**src/rtl/tamagotchi_needs_fsm_if.sv**
```systemverilog
// Pet-core signal bundle: raw sensor inputs toward the core, and the
// behaviour state, need levels, alarm and tick pulse toward the display/sound drivers.
interface tamagotchi_needs_fsm_if #(
  parameter int LVL_W = 4
) ();

  logic             light_detected;
  logic             sound_detected;
  logic             movement_detected;
  logic [2:0]       tamagotchi_state;
  logic [LVL_W-1:0] hunger_lvl;
  logic [LVL_W-1:0] energy_lvl;
  logic [LVL_W-1:0] happy_lvl;
  logic             need_alarm;
  logic             game_tick;

  // Sensor front-end / driver side.
  modport master (
    output light_detected,
    output sound_detected,
    output movement_detected,
    input  tamagotchi_state,
    input  hunger_lvl,
    input  energy_lvl,
    input  happy_lvl,
    input  need_alarm,
    input  game_tick
  );

  // Pet core side.
  modport slave (
    input  light_detected,
    input  sound_detected,
    input  movement_detected,
    output tamagotchi_state,
    output hunger_lvl,
    output energy_lvl,
    output happy_lvl,
    output need_alarm,
    output game_tick
  );

endinterface

```
**src/rtl/tamagotchi_needs_fsm.sv**
```systemverilog
// Pet core: synchronises and debounces three raw sensors, keeps three saturating
// need levels that evolve on a divided game tick, and runs a 5-state behaviour FSM.
module tamagotchi_needs_fsm #(
  parameter int TICK_DIV    = 50_000_000,
  parameter int DECAY_TICKS = 10,
  parameter int DEBOUNCE    = 500_000,
  parameter int LVL_W       = 4,
  parameter int HUNGRY_TH   = 4,
  parameter int FEED_AMT    = 6
) (
  input  logic                   clk,
  input  logic                   rst,
  tamagotchi_needs_fsm_if.slave  bus
);

  localparam int TICK_W = $clog2(TICK_DIV);
  localparam int DEC_W  = (DECAY_TICKS > 1) ? $clog2(DECAY_TICKS) : 1;
  localparam int DB_W   = (DEBOUNCE > 1) ? $clog2(DEBOUNCE) : 1;

  localparam logic [TICK_W-1:0] TICK_LAST = TICK_W'(TICK_DIV - 1);
  localparam logic [DEC_W-1:0]  DEC_LAST  = DEC_W'(DECAY_TICKS - 1);
  localparam logic [DB_W-1:0]   DB_LAST   = DB_W'(DEBOUNCE - 1);
  localparam logic [LVL_W-1:0]  LVL_MAX   = '1;
  localparam logic [LVL_W-1:0]  HUNGRY_V  = LVL_W'(HUNGRY_TH);
  localparam logic [LVL_W:0]    FEED_V    = (LVL_W+1)'(FEED_AMT);

  localparam int IDX_LIGHT = 0;
  localparam int IDX_SOUND = 1;
  localparam int IDX_MOVE  = 2;

  typedef enum logic [2:0] {
    ST_SLEEPING  = 3'd0,
    ST_AWAKE     = 3'd1,
    ST_PLAYING   = 3'd2,
    ST_HUNGRY    = 3'd3,
    ST_EXHAUSTED = 3'd4
  } state_e;

  // Level step in LVL_W+1 bits: add, then decrement without going below zero,
  // then clamp to LVL_MAX so a level can never wrap in either direction.
  function automatic logic [LVL_W-1:0] sat_step(input logic [LVL_W-1:0] lvl,
                                                input logic [LVL_W:0]   add,
                                                input logic             dec);
    logic [LVL_W:0] sum;
    // NOTE: blocking '=' belongs in functions and always_comb; flops below use '<=' only.
    sum = {1'b0, lvl} + add;
    if (dec && (sum != '0)) sum = sum - (LVL_W+1)'(1);
    if (sum > {1'b0, LVL_MAX}) return LVL_MAX;
    return sum[LVL_W-1:0];
  endfunction

  logic [2:0]            raw;
  logic [2:0]            sync1_q, sync1_d;
  logic [2:0]            sync2_q, sync2_d;
  logic [2:0]            filt_q, filt_d;
  logic [2:0][DB_W-1:0]  db_cnt_q, db_cnt_d;
  logic                  move_prev_q, move_prev_d;
  logic [TICK_W-1:0]     tick_cnt_q, tick_cnt_d;
  logic                  game_tick_q, game_tick_d;
  logic [DEC_W-1:0]      decay_cnt_q, decay_cnt_d;
  logic [LVL_W-1:0]      hunger_q, hunger_d;
  logic [LVL_W-1:0]      energy_q, energy_d;
  logic [LVL_W-1:0]      happy_q, happy_d;
  logic                  need_alarm_q, need_alarm_d;
  state_e                state_q, state_d;

  logic decay_evt, feed;
  logic h_dec, e_inc, e_dec, p_inc, p_dec;

  assign raw = {bus.movement_detected, bus.sound_detected, bus.light_detected};

  // Sensor synchroniser and per-sensor debounce filter.
  always_comb begin
    // NOTE: every always_comb output gets a default first so no latch can be inferred.
    sync1_d     = raw;
    sync2_d     = sync1_q;
    filt_d      = filt_q;
    db_cnt_d    = '0;
    move_prev_d = filt_q[IDX_MOVE];
    for (int i = 0; i < 3; i++) begin
      if (sync2_q[i] != filt_q[i]) begin
        if (db_cnt_q[i] == DB_LAST) filt_d[i] = sync2_q[i];
        else                        db_cnt_d[i] = db_cnt_q[i] + DB_W'(1);
      end
    end
  end

  // Game-tick divider and slow-decay counter.
  always_comb begin
    tick_cnt_d  = (tick_cnt_q == TICK_LAST) ? '0 : tick_cnt_q + TICK_W'(1);
    game_tick_d = (tick_cnt_q == TICK_LAST);
    decay_cnt_d = decay_cnt_q;
    if (game_tick_q) decay_cnt_d = (decay_cnt_q == DEC_LAST) ? '0 : decay_cnt_q + DEC_W'(1);
  end

  assign decay_evt = game_tick_q && (decay_cnt_q == DEC_LAST);
  assign feed      = filt_q[IDX_MOVE] && !move_prev_q &&
                     ((state_q == ST_AWAKE) || (state_q == ST_HUNGRY));

  // Need-level evolution, selected by the state held during the tick cycle.
  always_comb begin
    h_dec = 1'b0;
    e_inc = 1'b0;
    e_dec = 1'b0;
    p_inc = 1'b0;
    p_dec = 1'b0;
    case (state_q)
      ST_SLEEPING: begin
        e_inc = game_tick_q;
        h_dec = decay_evt;
      end
      ST_AWAKE: begin
        h_dec = decay_evt;
        e_dec = decay_evt;
        p_dec = decay_evt;
      end
      ST_PLAYING: begin
        p_inc = game_tick_q;
        e_dec = game_tick_q;
        h_dec = decay_evt;
      end
      ST_HUNGRY: begin
        p_dec = decay_evt;
        h_dec = decay_evt;
      end
      ST_EXHAUSTED: e_inc = game_tick_q;
      default: ;
    endcase
    hunger_d     = sat_step(hunger_q, feed ? FEED_V : '0, h_dec);
    energy_d     = sat_step(energy_q, (LVL_W+1)'(e_inc), e_dec);
    happy_d      = sat_step(happy_q,  (LVL_W+1)'(p_inc), p_dec);
    need_alarm_d = (hunger_q == '0) || (energy_q == '0) || (happy_q == '0);
  end

  // Behaviour FSM next state; first matching condition in each state wins.
  always_comb begin
    state_d = state_q;
    case (state_q)
      ST_SLEEPING:
        if ((energy_q == LVL_MAX) || (filt_q != '0)) state_d = ST_AWAKE;
      ST_AWAKE:
        if (energy_q == '0)                state_d = ST_EXHAUSTED;
        else if (!filt_q[IDX_LIGHT])       state_d = ST_SLEEPING;
        else if (hunger_q <= HUNGRY_V)     state_d = ST_HUNGRY;
        else if (filt_q[IDX_SOUND])        state_d = ST_PLAYING;
      ST_PLAYING:
        if (energy_q == '0)                state_d = ST_EXHAUSTED;
        else if (hunger_q <= HUNGRY_V)     state_d = ST_HUNGRY;
        else if (!filt_q[IDX_SOUND])       state_d = ST_AWAKE;
      ST_HUNGRY:
        if (energy_q == '0)                state_d = ST_EXHAUSTED;
        else if (hunger_q > HUNGRY_V)      state_d = ST_AWAKE;
      ST_EXHAUSTED:
        if (energy_q == LVL_MAX)           state_d = ST_SLEEPING;
      default:                             state_d = ST_SLEEPING;
    endcase
  end

  // All state registers with synchronous reset.
  always_ff @(posedge clk) begin
    if (rst) begin
      sync1_q      <= '0;
      sync2_q      <= '0;
      filt_q       <= '0;
      db_cnt_q     <= '0;
      move_prev_q  <= 1'b0;
      tick_cnt_q   <= '0;
      game_tick_q  <= 1'b0;
      decay_cnt_q  <= '0;
      hunger_q     <= LVL_MAX;
      energy_q     <= LVL_MAX;
      happy_q      <= LVL_MAX;
      need_alarm_q <= 1'b0;
      state_q      <= ST_SLEEPING;
    end else begin
      sync1_q      <= sync1_d;
      sync2_q      <= sync2_d;
      filt_q       <= filt_d;
      db_cnt_q     <= db_cnt_d;
      move_prev_q  <= move_prev_d;
      tick_cnt_q   <= tick_cnt_d;
      game_tick_q  <= game_tick_d;
      decay_cnt_q  <= decay_cnt_d;
      hunger_q     <= hunger_d;
      energy_q     <= energy_d;
      happy_q      <= happy_d;
      need_alarm_q <= need_alarm_d;
      state_q      <= state_d;
    end
  end

  assign bus.tamagotchi_state = state_q;
  assign bus.hunger_lvl       = hunger_q;
  assign bus.energy_lvl       = energy_q;
  assign bus.happy_lvl        = happy_q;
  assign bus.need_alarm       = need_alarm_q;
  assign bus.game_tick        = game_tick_q;

endmodule

```
**src/flat_wrapper.sv**
```systemverilog
// flat-port wrapper written by rule: the top's interface ports become plain ports
module tamagotchi_needs_fsm_flat 
#(
  parameter int TICK_DIV    = 50_000_000,
  parameter int DECAY_TICKS = 10,
  parameter int DEBOUNCE    = 500_000,
  parameter int LVL_W       = 4,
  parameter int HUNGRY_TH   = 4,
  parameter int FEED_AMT    = 6
)
  (clk, rst, bus_light_detected, bus_sound_detected, bus_movement_detected, bus_tamagotchi_state, bus_hunger_lvl, bus_energy_lvl, bus_happy_lvl, bus_need_alarm, bus_game_tick);
  tamagotchi_needs_fsm_if #(.LVL_W(LVL_W)) bus_i ();
  input  logic clk;
  input  logic rst;
  input wire logic [$bits(bus_i.light_detected)-1:0] bus_light_detected;
  input wire logic [$bits(bus_i.sound_detected)-1:0] bus_sound_detected;
  input wire logic [$bits(bus_i.movement_detected)-1:0] bus_movement_detected;
  output wire logic [$bits(bus_i.tamagotchi_state)-1:0] bus_tamagotchi_state;
  output wire logic [$bits(bus_i.hunger_lvl)-1:0] bus_hunger_lvl;
  output wire logic [$bits(bus_i.energy_lvl)-1:0] bus_energy_lvl;
  output wire logic [$bits(bus_i.happy_lvl)-1:0] bus_happy_lvl;
  output wire logic [$bits(bus_i.need_alarm)-1:0] bus_need_alarm;
  output wire logic [$bits(bus_i.game_tick)-1:0] bus_game_tick;
  assign bus_i.light_detected = bus_light_detected;
  assign bus_i.sound_detected = bus_sound_detected;
  assign bus_i.movement_detected = bus_movement_detected;
  assign bus_tamagotchi_state = bus_i.tamagotchi_state;
  assign bus_hunger_lvl = bus_i.hunger_lvl;
  assign bus_energy_lvl = bus_i.energy_lvl;
  assign bus_happy_lvl = bus_i.happy_lvl;
  assign bus_need_alarm = bus_i.need_alarm;
  assign bus_game_tick = bus_i.game_tick;
  tamagotchi_needs_fsm #(.TICK_DIV(TICK_DIV), .DECAY_TICKS(DECAY_TICKS), .DEBOUNCE(DEBOUNCE), .LVL_W(LVL_W), .HUNGRY_TH(HUNGRY_TH), .FEED_AMT(FEED_AMT)) u_core (.clk(clk), .rst(rst), .bus(bus_i));
endmodule
```
**config.mk**
```make
export PLATFORM = sky130hd
export DESIGN_NAME = tamagotchi_needs_fsm_flat
export DESIGN_NICKNAME = d
export VERILOG_FILES = /design/src/rtl/tamagotchi_needs_fsm_if.sv /design/src/rtl/tamagotchi_needs_fsm.sv /design/src/flat_wrapper.sv
export SDC_FILE = /design/constraint.sdc
export NUM_CORES = 1
export LEC_CHECK = 0
export CAP_MARGIN = 10
export CORE_ASPECT_RATIO = 0.5
export CORE_MARGIN = 2
export CORE_UTILIZATION = 40
export CTS_CLUSTER_DIAMETER = 100
export DETAILED_ROUTE_END_ITERATION = 6
export PLACE_DENSITY_LB_ADDON = 0.05
export SLEW_MARGIN = 20
export SYNTH_ARGS = -nofsm -noshare
export SYNTH_HDL_FRONTEND = slang
export SYNTH_SLANG_ARGS = --single-unit
```
**constraint.sdc**
```tcl
create_clock -name clk -period 3 [get_ports clk]
set_input_delay 0.6 -clock clk [delete_from_list [all_inputs] [get_ports clk]]
set_output_delay 0.6 -clock clk [all_outputs]
set_load 0.02 [all_outputs]
```
* Word level (Yosys, flattened, before mapping)
Index checks and enable logic that the tools add are counted.
** Word-level totals
- Flip-flop bits (word level) :: 114
- Bits of input ports :: 5
- Logic and storage cells :: 115
** Operators by class
- $lt $le $gt $ge :: 5
- Reductions and logical operators :: 30
- Add/subtract/negate cells :: 11
- Bitwise operators :: 3
- Eq/ne operators :: 18
- Mux-type cells :: 31
** Operators with widths (number)
- $add 19x1->19 const B :: 3
- $eq 19x19->1 const B :: 3
- $mux 3 :: 12
- $mux 4 :: 7
- $add 26x1->26 const B :: 1
- $eq 26x26->1 const B :: 1
- $gt 5x4->1 const B :: 3
- $mux 5 :: 3
- $pmux 3 s5 :: 1
- $reduce_bool 5->1 :: 3
- $sub 5x1->5 const B :: 3
- $logic_not 4->1 :: 3
- $add 4x1->5 :: 2
- $reduce_or 3->1 :: 3
- $eq 4x4->1 const B :: 2
- $mux 1 :: 7
- $eq 3x2->1 const B :: 2
- $logic_and 1x1->1 :: 6
- $reduce_and 2->1 :: 3
- $reduce_or 2->1 :: 3
- $add 4x5->5 :: 1
- $ne 5x4->1 const B :: 1
- $reduce_and 5->1 :: 1
- $add 4x1->4 const B :: 1
- other kinds (15) :: 23

* Logic depth before layout (Yosys ltp)
Gate-level depths: netlist (run 1).
- Word-level depth :: 11
- Depth in mapped cells :: 11

* Worst setup path before layout (run 1)
No wires, ideal clock.
- Kind :: reg-to-reg
- From :: reg u_core.state_q[0], in the netlist u_core.bus.tamagotchi_state[0]
- To :: reg u_core.energy_q[2], in the netlist u_core.bus.energy_lvl[2]
- Stages on the path, launching flop included :: 12
- Buffers on the path :: 1
- Period minus slack after synthesis :: 2.389 ns
- Setup slack :: 0.611 ns
- Data arrival time :: 2.298 ns
- Setup time :: 0.091 ns
- Path through :: dfxtp_1 -> buf_2 -> nor2_1 -> and2_1 -> ha_1 -> ha_1 -> inv_1 -> ha_1 -> nand2b_1 -> o211ai_1 -> and4_1 -> a311oi_1
** Between the ends
- Word-level cells in the longest chain between the ends :: 10
- Elaborated cells on any way between the ends :: 15
- Those cells by class :: add/sub (2); order compare (1); eq/ne (3); mux (5); reduce/logical (4)
** RTL lines
- from (decl) :: RTL line tamagotchi_needs_fsm.sv:65 : state_e state_q, state_d;
- from (signal assigned) :: RTL line tamagotchi_needs_fsm.sv:188 : state_q <= state_d;
- branches (longest 6 deep; another with $add 4x1->5)
- $mux 5 (*) :: RTL line tamagotchi_needs_fsm.sv:47 : if (dec && (sum != '0)) sum = sum - (LVL_W+1)'(1);
- $gt 5x4->1 :: RTL line tamagotchi_needs_fsm.sv:48 : if (sum > {1'b0, LVL_MAX}) return LVL_MAX;
- $mux 1 :: RTL line tamagotchi_needs_fsm.sv:48
- $mux 4 (*) :: RTL line tamagotchi_needs_fsm.sv:49 : return sum[LVL_W-1:0];
- to (signal assigned) :: RTL line tamagotchi_needs_fsm.sv:185 : energy_q <= energy_d;
- to (decl) :: RTL line tamagotchi_needs_fsm.sv:62 : logic [LVL_W-1:0] energy_q, energy_d;
Mark *: on every way between the ends.
A chain may end at the register's enable or synchronous reset.

* Worst setup path in the final report (run 1)
- From :: reg u_core.state_q[0], in the netlist u_core.bus.tamagotchi_state[0]
- To :: reg u_core.hunger_q[3], in the netlist u_core.bus.hunger_lvl[3]
** Between the ends
- Word-level cells in the longest chain between the ends :: 11
- Elaborated cells on any way between the ends :: 17
- Those cells by class :: add/sub (2); order compare (1); eq/ne (3); mux (5); reduce/logical (6)
** RTL lines
- branches (longest 7 deep; another with $add 4x5->5)
- $mux 5 (*) :: RTL line tamagotchi_needs_fsm.sv:47
- $gt 5x4->1 :: RTL line tamagotchi_needs_fsm.sv:48
- $mux 1 :: RTL line tamagotchi_needs_fsm.sv:48
- $mux 4 (*) :: RTL line tamagotchi_needs_fsm.sv:49
- to (signal assigned) :: RTL line tamagotchi_needs_fsm.sv:184 : hunger_q <= hunger_d;
- to (decl) :: RTL line tamagotchi_needs_fsm.sv:61 : logic [LVL_W-1:0] hunger_q, hunger_d;
Marks and branches as above.

==> impl_metrics.json, run 1 <==
{
  "setup_tns_ps": 0,
  "relSlewSlack": 0.4895,
  "synth_area_sq_um": 5466,
  "grt_max_degree": 25,
  "drive_above_1_share": 0.06535,
  "synth_top_flop_cell": "dfxtp_1",
  "gp_congestion": 0.8251,
  "design.die.area_sq_um": 14670,
  "pre_cts_slack_ps": 296.4,
  "initial_core_util": 0.4068,
  "arrival_ps": 3040,
  "total_power_uw": 3632,
  "clk_path_buf_depth": 2,
  "cts_hold_buf": 0,
  "area_growth_pct": 17.51,
  "synth-edff-count": 0,
  "startpoint_type": "flip-flop",
  "yosys_register_bits": 114,
  "ir_drop_uv": 399.3,
  "status": "finished, final reports clean",
  "clk_pin_slew_ps": 60,
  "final.setup_skew_ps": 6.373,
  "antenna_left": 0,
  "power_density_nw_per_um2": 565.5,
  "portBuffers": 21,
  "tightest_slew_ps": 759.4,
  "grt-ovfl-total": 0,
  "h-tree-depth": 4,
  "ys_warn_count": 0,
  "fillCellCount": 1316,
  "synth_area_per_cell_sq_um": 8.817,
  "layout_common_cells": "114 x dfxtp_1, 108 x nor2_1, 44 x xor2_1, 44 x xnor2_1, 38 x nand3_1",
  "grt_usage": 0.1544,
  "holdCritPathClass": "reg -> reg",
  "wl_microns": 10580,
  "critPathRequiredTime_ps": 3300,
  "period_share": 0.9138,
  "p_leak_uw": 0.002251,
  "io_pins": 22,
  "grt_pass1_vias": 3818,
  "async_flop_share": 0,
  "finalMaxSlewViolations": 0,
  "period_needed_ps": 2741,
  "cts_tree": "built",
  "cp-end-kind": "flip-flop",
  "critPathKind": "reg -> reg",
  "final_core_utilization": 0.4780,
  "fmax_mhz": 364.8,
  "antenna_found_initial": 0,
  "dp_hpwl_microns": 7096,
  "grt_pass1_wl_microns": 17980,
  "finalSetupViolCount": 0,
  "yosysUniqueCellTypes": 55,
  "drc_errors": 0,
  "clockRootBuffer": "clkbuf_16",
  "rsz0062_at_grt": "false",
  "cp_max_fo": 13,
  "die_y_microns": 86.67,
  "fin_ws_ps": 258.5,
  "final_common_cell": "dfxtp_1",
  "vias_per_cell": 4.921,
  "fin_nets": 666,
  "core_area_sq_um": 13440,
  "post-cts-setup-buffers": 0,
  "cts_sinks": 114,
  "hold_ws_ps": 439.1,
  "synth_cells": 620,
  "die_x_microns": 169.3,
  "placementRows": 30,
  "insertedDiodeCount": 0,
  "cts_inserted_buffers": 17,
  "postCtsResizedCells": 0,
  "clk_latency_ps": 410,
  "ys_seq_area_frac": 0.4175,
  "hold_viol_final": 0,
  "max_cap_viol_count": 0,
  "dr.pass1.iters": 5,
  "avgRoutedWirePerCell_microns": 12.69,
  "drt-initial-drc-count": 259,
  "vias": 4104,
  "synth_fp_nets": 641
}
==> critical path, cell delays in order (launching register included) <==
cell and delay (ps):
dfxtp_1 540, nor4bb_1 370, buf_4 210, ha_1 210
ha_1 290, nand4b_1 260, o211ai_1 220, o311ai_1 210
a311o_1 310
==> where the power goes <==
part | leakage, uW | switching, uW | internal (uW) | total, uW
Combinational | 0.00104 | 31.0 | 21.4 | 52.4
Clock | 0.000291 | 768 | 1280 | 2050
Sequential | 0.000921 | 9.20 | 1520 | 1530
Total | 0.00225 | 808 | 2820 | 3630
==> routing by layer <==
layer	GRT usage	share of wire	vias to the layer above	wire length (microns)
met5	0	0	-	0
met4	0.06061	0.0074	0	78
met3	0.05114	0.031	7	329
met2	0.2427	0.44	31	4663
met1	0.1982	0.52	1880	5509
li1	-	-	2186	-
==> area by class of cell <==
| class | count | area (sq um) | area share |
|---|---|---|---|
| multi-input cells | 468 | 3007 | 0.4681 |
| flip-flops and latches | 114 | 2282 | 0.3553 |
| clock buffers | 19 | 452.9 | 0.07051 |
| repair buffers | 25 | 240.2 | 0.03740 |
| well taps | 176 | 220.2 | 0.03428 |
| clock inverters | 13 | 150.1 | 0.02337 |
| inverters | 19 | 71.32 | 0.01110 |
==> registers in the layout, summed over array words and instances (netlist names), 3 cells and up <==
name                         cells
u_core.db_cnt_q                 57
u_core.bus.happy_lvl             4
u_core.decay_cnt_q               4
u_core.sync1_q                   3
u_core.filt_q                    3
u_core.tick_cnt_q               26
u_core.bus.tamagotchi_state      3
u_core.sync2_q                   3
u_core.bus.hunger_lvl            4
u_core.bus.energy_lvl            4
==> Yosys cell counts (3+ instances only) <==
cell | count | area, sq um
dfxtp_1 | 114 | 2282
nor2_1 | 108 | 405.4
xnor2_1 | 44 | 385.4
xor2_1 | 44 | 385.4
nand3_1 | 38 | 190.2
nand2_1 | 31 | 116.4
nor2b_1 | 22 | 137.6
inv_1 | 19 | 71.32
ha_1 | 16 | 200.2
nand4_1 | 16 | 100.1
and4_1 | 15 | 131.4
and3_1 | 14 | 87.58
nor3_1 | 13 | 65.06
a21oi_1 | 12 | 60.06
buf_2 | 10 | 50.05
and2_1 | 9 | 56.30
nor4b_1 | 9 | 78.83
o211ai_1 | 7 | 52.55
nor4_1 | 5 | 31.28
a21o_1 | 4 | 30.03
buf_4 | 4 | 30.03
clkbuf_1 | 4 | 15.01
mux2i_1 | 4 | 40.04
nand4b_1 | 4 | 35.03
o21ai_0 | 4 | 20.02
or3_1 | 4 | 25.02
nand2b_1 | 3 | 18.77
nor3b_1 | 3 | 22.52
o21ai_1 | 3 | 15.01
o21bai_1 | 3 | 22.52
or2_1 | 3 | 18.77
==> cells by family (layout without fill, tap and decap cells) <==
group | count (synthesis) | after routing | share of synthesized area
flip-flops | 114 | 114 | 0.4175
XOR/XNOR | 88 | 88 | 0.1410
buffers and inverters | 38 | 76 | 0.03250
adder cells (fa/ha/maj) | 16 | 16 | 0.03662
AO/OA/AOI/OAI | 51 | 51 | 0.06432
AND/OR/NAND/NOR | 308 | 308 | 0.2987
multiplexers | 5 | 5 | 0.009384
==> per-stage QoR <==
step                      cells  cell area (sq um)
after floorplan             620               5466
after CTS                   834               6424
after global placement      802               5821
final                       834               6424
after global routing        834               6424
after detailed placement    802               5821
==> final timing paths <==
| check | slack, ps | depth (start not counted) | start | to |
|---|---|---|---|---|
| max | 260 | 8 | u_core.bus.tamagotchi_state[0] | u_core.bus.hunger_lvl[3] |
| min | 440 | 1 | u_core.db_cnt_q[19] | u_core.db_cnt_q[19] |
| max reg2reg | 260 | 8 | u_core.bus.tamagotchi_state[0] | u_core.bus.hunger_lvl[3] |
| min reg2reg | 440 | 1 | u_core.db_cnt_q[19] | u_core.db_cnt_q[19] |
(Power assumes the default switching activity.)
==> run 2, diff against run 1 <==
--- a/config.mk
+++ b/config.mk
@@ -12,7 +12,6 @@
 export CTS_CLUSTER_DIAMETER = 100
 export DETAILED_ROUTE_END_ITERATION = 6
 export PLACE_DENSITY_LB_ADDON = 0.05
-export SLEW_MARGIN = 20
 export SYNTH_ARGS = -nofsm -noshare
 export SYNTH_HDL_FRONTEND = slang
 export SYNTH_SLANG_ARGS = --single-unit
==> constraint.sdc (replaced) <==
create_clock -name clk -period 3.4 [get_ports clk]
set_input_delay 0.68 -clock clk [delete_from_list [all_inputs] [get_ports clk]]
set_output_delay 0.68 -clock clk [all_outputs]
set_load 0.02 [all_outputs]
==> impl_metrics.json, run 2 (same netlist as run 1, synthesis figures left out) <==
{
  "insertedDiodeCount": 0,
  "tightest_slew_ps": 769.6,
  "clk_latency_ps": 410,
  "top_register": "u_core.db_cnt_q",
  "wl_microns": 10540,
  "cp-end-kind": "flip-flop",
  "p_leak_uw": 0.002261,
  "drc_errors": 0,
  "fmax_mhz": 380.8,
  "postCtsResizedCells": 0,
  "cts_hold_buf": 0,
  "arrival_ps": 2930,
  "grt_pass1_vias": 3957,
  "clk_pin_slew_ps": 60,
  "period_share": 0.7724,
  "status": "finished, final reports clean",
  "period_needed_ps": 2626,
  "io_pins": 22,
  "vias": 4146,
  "placementRows": 30,
  "die_x_microns": 169.3,
  "finalMaxSlewViolations": 0,
  "hold_viol_final": 0,
  "cts_tree": "built",
  "cts_sinks": 114,
  "total_power_uw": 3296,
  "fin_nets": 666,
  "critPathRequiredTime_ps": 3700,
  "setup_tns_ps": 0,
  "die_y_microns": 86.67,
  "design.die.area_sq_um": 14670,
  "cp_max_fo": 13,
  "antenna_found_initial": 0,
  "clockRootBuffer": "clkbuf_16",
  "core_area_sq_um": 13440,
  "dr.pass1.iters": 4,
  "critPathKind": "reg -> reg",
  "final_core_utilization": 0.4798,
  "drive_above_1_share": 0.06231,
  "layout_common_cells": "114 x dfxtp_1, 108 x nor2_1, 44 x xor2_1, 44 x xnor2_1, 38 x nand3_1",
  "largest_reg_flops": 57,
  "grt_usage": 0.1591,
  "final.setup_skew_ps": 8.747,
  "h-tree-depth": 4,
  "final_common_cell": "dfxtp_1",
  "grt-ovfl-total": 0,
  "max_cap_viol_count": 0,
  "drt-initial-drc-count": 195,
  "area_growth_pct": 17.94,
  "gp_congestion": 0.7789,
  "rsz0062_at_grt": "false",
  "antenna_left": 0,
  "vias_per_cell": 4.971,
  "ir_drop_uv": 221.8,
  "post-cts-setup-buffers": 0,
  "cts_inserted_buffers": 17,
  "relSlewSlack": 0.4827,
  "clk_path_buf_depth": 2,
  "power_density_nw_per_um2": 511.2,
  "finalSetupViolCount": 0,
  "avgRoutedWirePerCell_microns": 12.63,
  "initial_core_util": 0.4068,
  "startpoint_type": "flip-flop",
  "dp_hpwl_microns": 7131,
  "largestRegisters": "u_core.db_cnt_q x57, u_core.tick_cnt_q x26",
  "grt_pass1_wl_microns": 18620,
  "holdCritPathClass": "reg -> reg",
  "grt_max_degree": 25,
  "portBuffers": 21
}
[run 2: cell types whose count changed in the layout (fill, tap and decap cells not counted), sizes merged]
cell / change
clkinv: -1
inv: -2
bufinv: +2
clkbuf: +1
[run 2: power breakdown]
group / leakage [uW] / switching [uW] / internal, uW
clock network: 0.000301 / 648 / 1250
registers: 0.000921 / 7.93 / 1340
logic: 0.00104 / 26.9 / 18.9
total: 0.00226 / 683 / 2610
[run 2: final timing paths]
check | from | to | slack (ps) | cells after the start
worst max-delay path | u_core.bus.tamagotchi_state[0] | u_core.bus.hunger_lvl[3] | 770 | 8
worst max register to register | u_core.bus.tamagotchi_state[0] | u_core.bus.hunger_lvl[3] | 770 | 8
worst min register to register | u_core.sync1_q[1] | u_core.sync2_q[1] | 440 | 1
worst min-delay path | u_core.sync1_q[1] | u_core.sync2_q[1] | 440 | 1
[run 2: layer usage]
metal,global-route usage,part of all wire
met1,0.2059,0.51
met2,0.2531,0.44
met3,0.04612,0.032
met4,0.06216,0.012
met5,0,0
[run 2: area by class of cell]
cell class | instances | area [sq um]
clock inverters | 12 | 180.2
multi-input cells | 468 | 3007
repair buffers | 25 | 240.2
flip-flops and latches | 114 | 2282
well taps | 176 | 220.2
clock buffers | 20 | 446.7
fillers | 1304 | 6990
inverters | 19 | 71.32
[run 2: worst max-delay path, cell delays in order, from the launching register on]
cell and delay, ps:
dfxtp_1 540, nor4bb_1 340, buf_4 200, ha_1 210
ha_1 280, nand4b_1 250, o211ai_1 220, o311ai_1 190
a311o_1 300
[run 2: metrics by stage]
| stage | cell area (sq um) | cells | setup slack, ps | hold slack, ps |
|---|---|---|---|---|
| floorplan | 5466 | 620 | 1011 | 412.9 |
| global placement | 5821 | 802 | 834.9 | 425.9 |
| detailed placement | 5821 | 802 | 799.2 | 427.5 |
| CTS | 6447 | 834 | 786.6 | 442.7 |
| global route | 6447 | 834 | 557.5 | 452.8 |
| finish | 6447 | 834 | 773.7 | 440.9 |
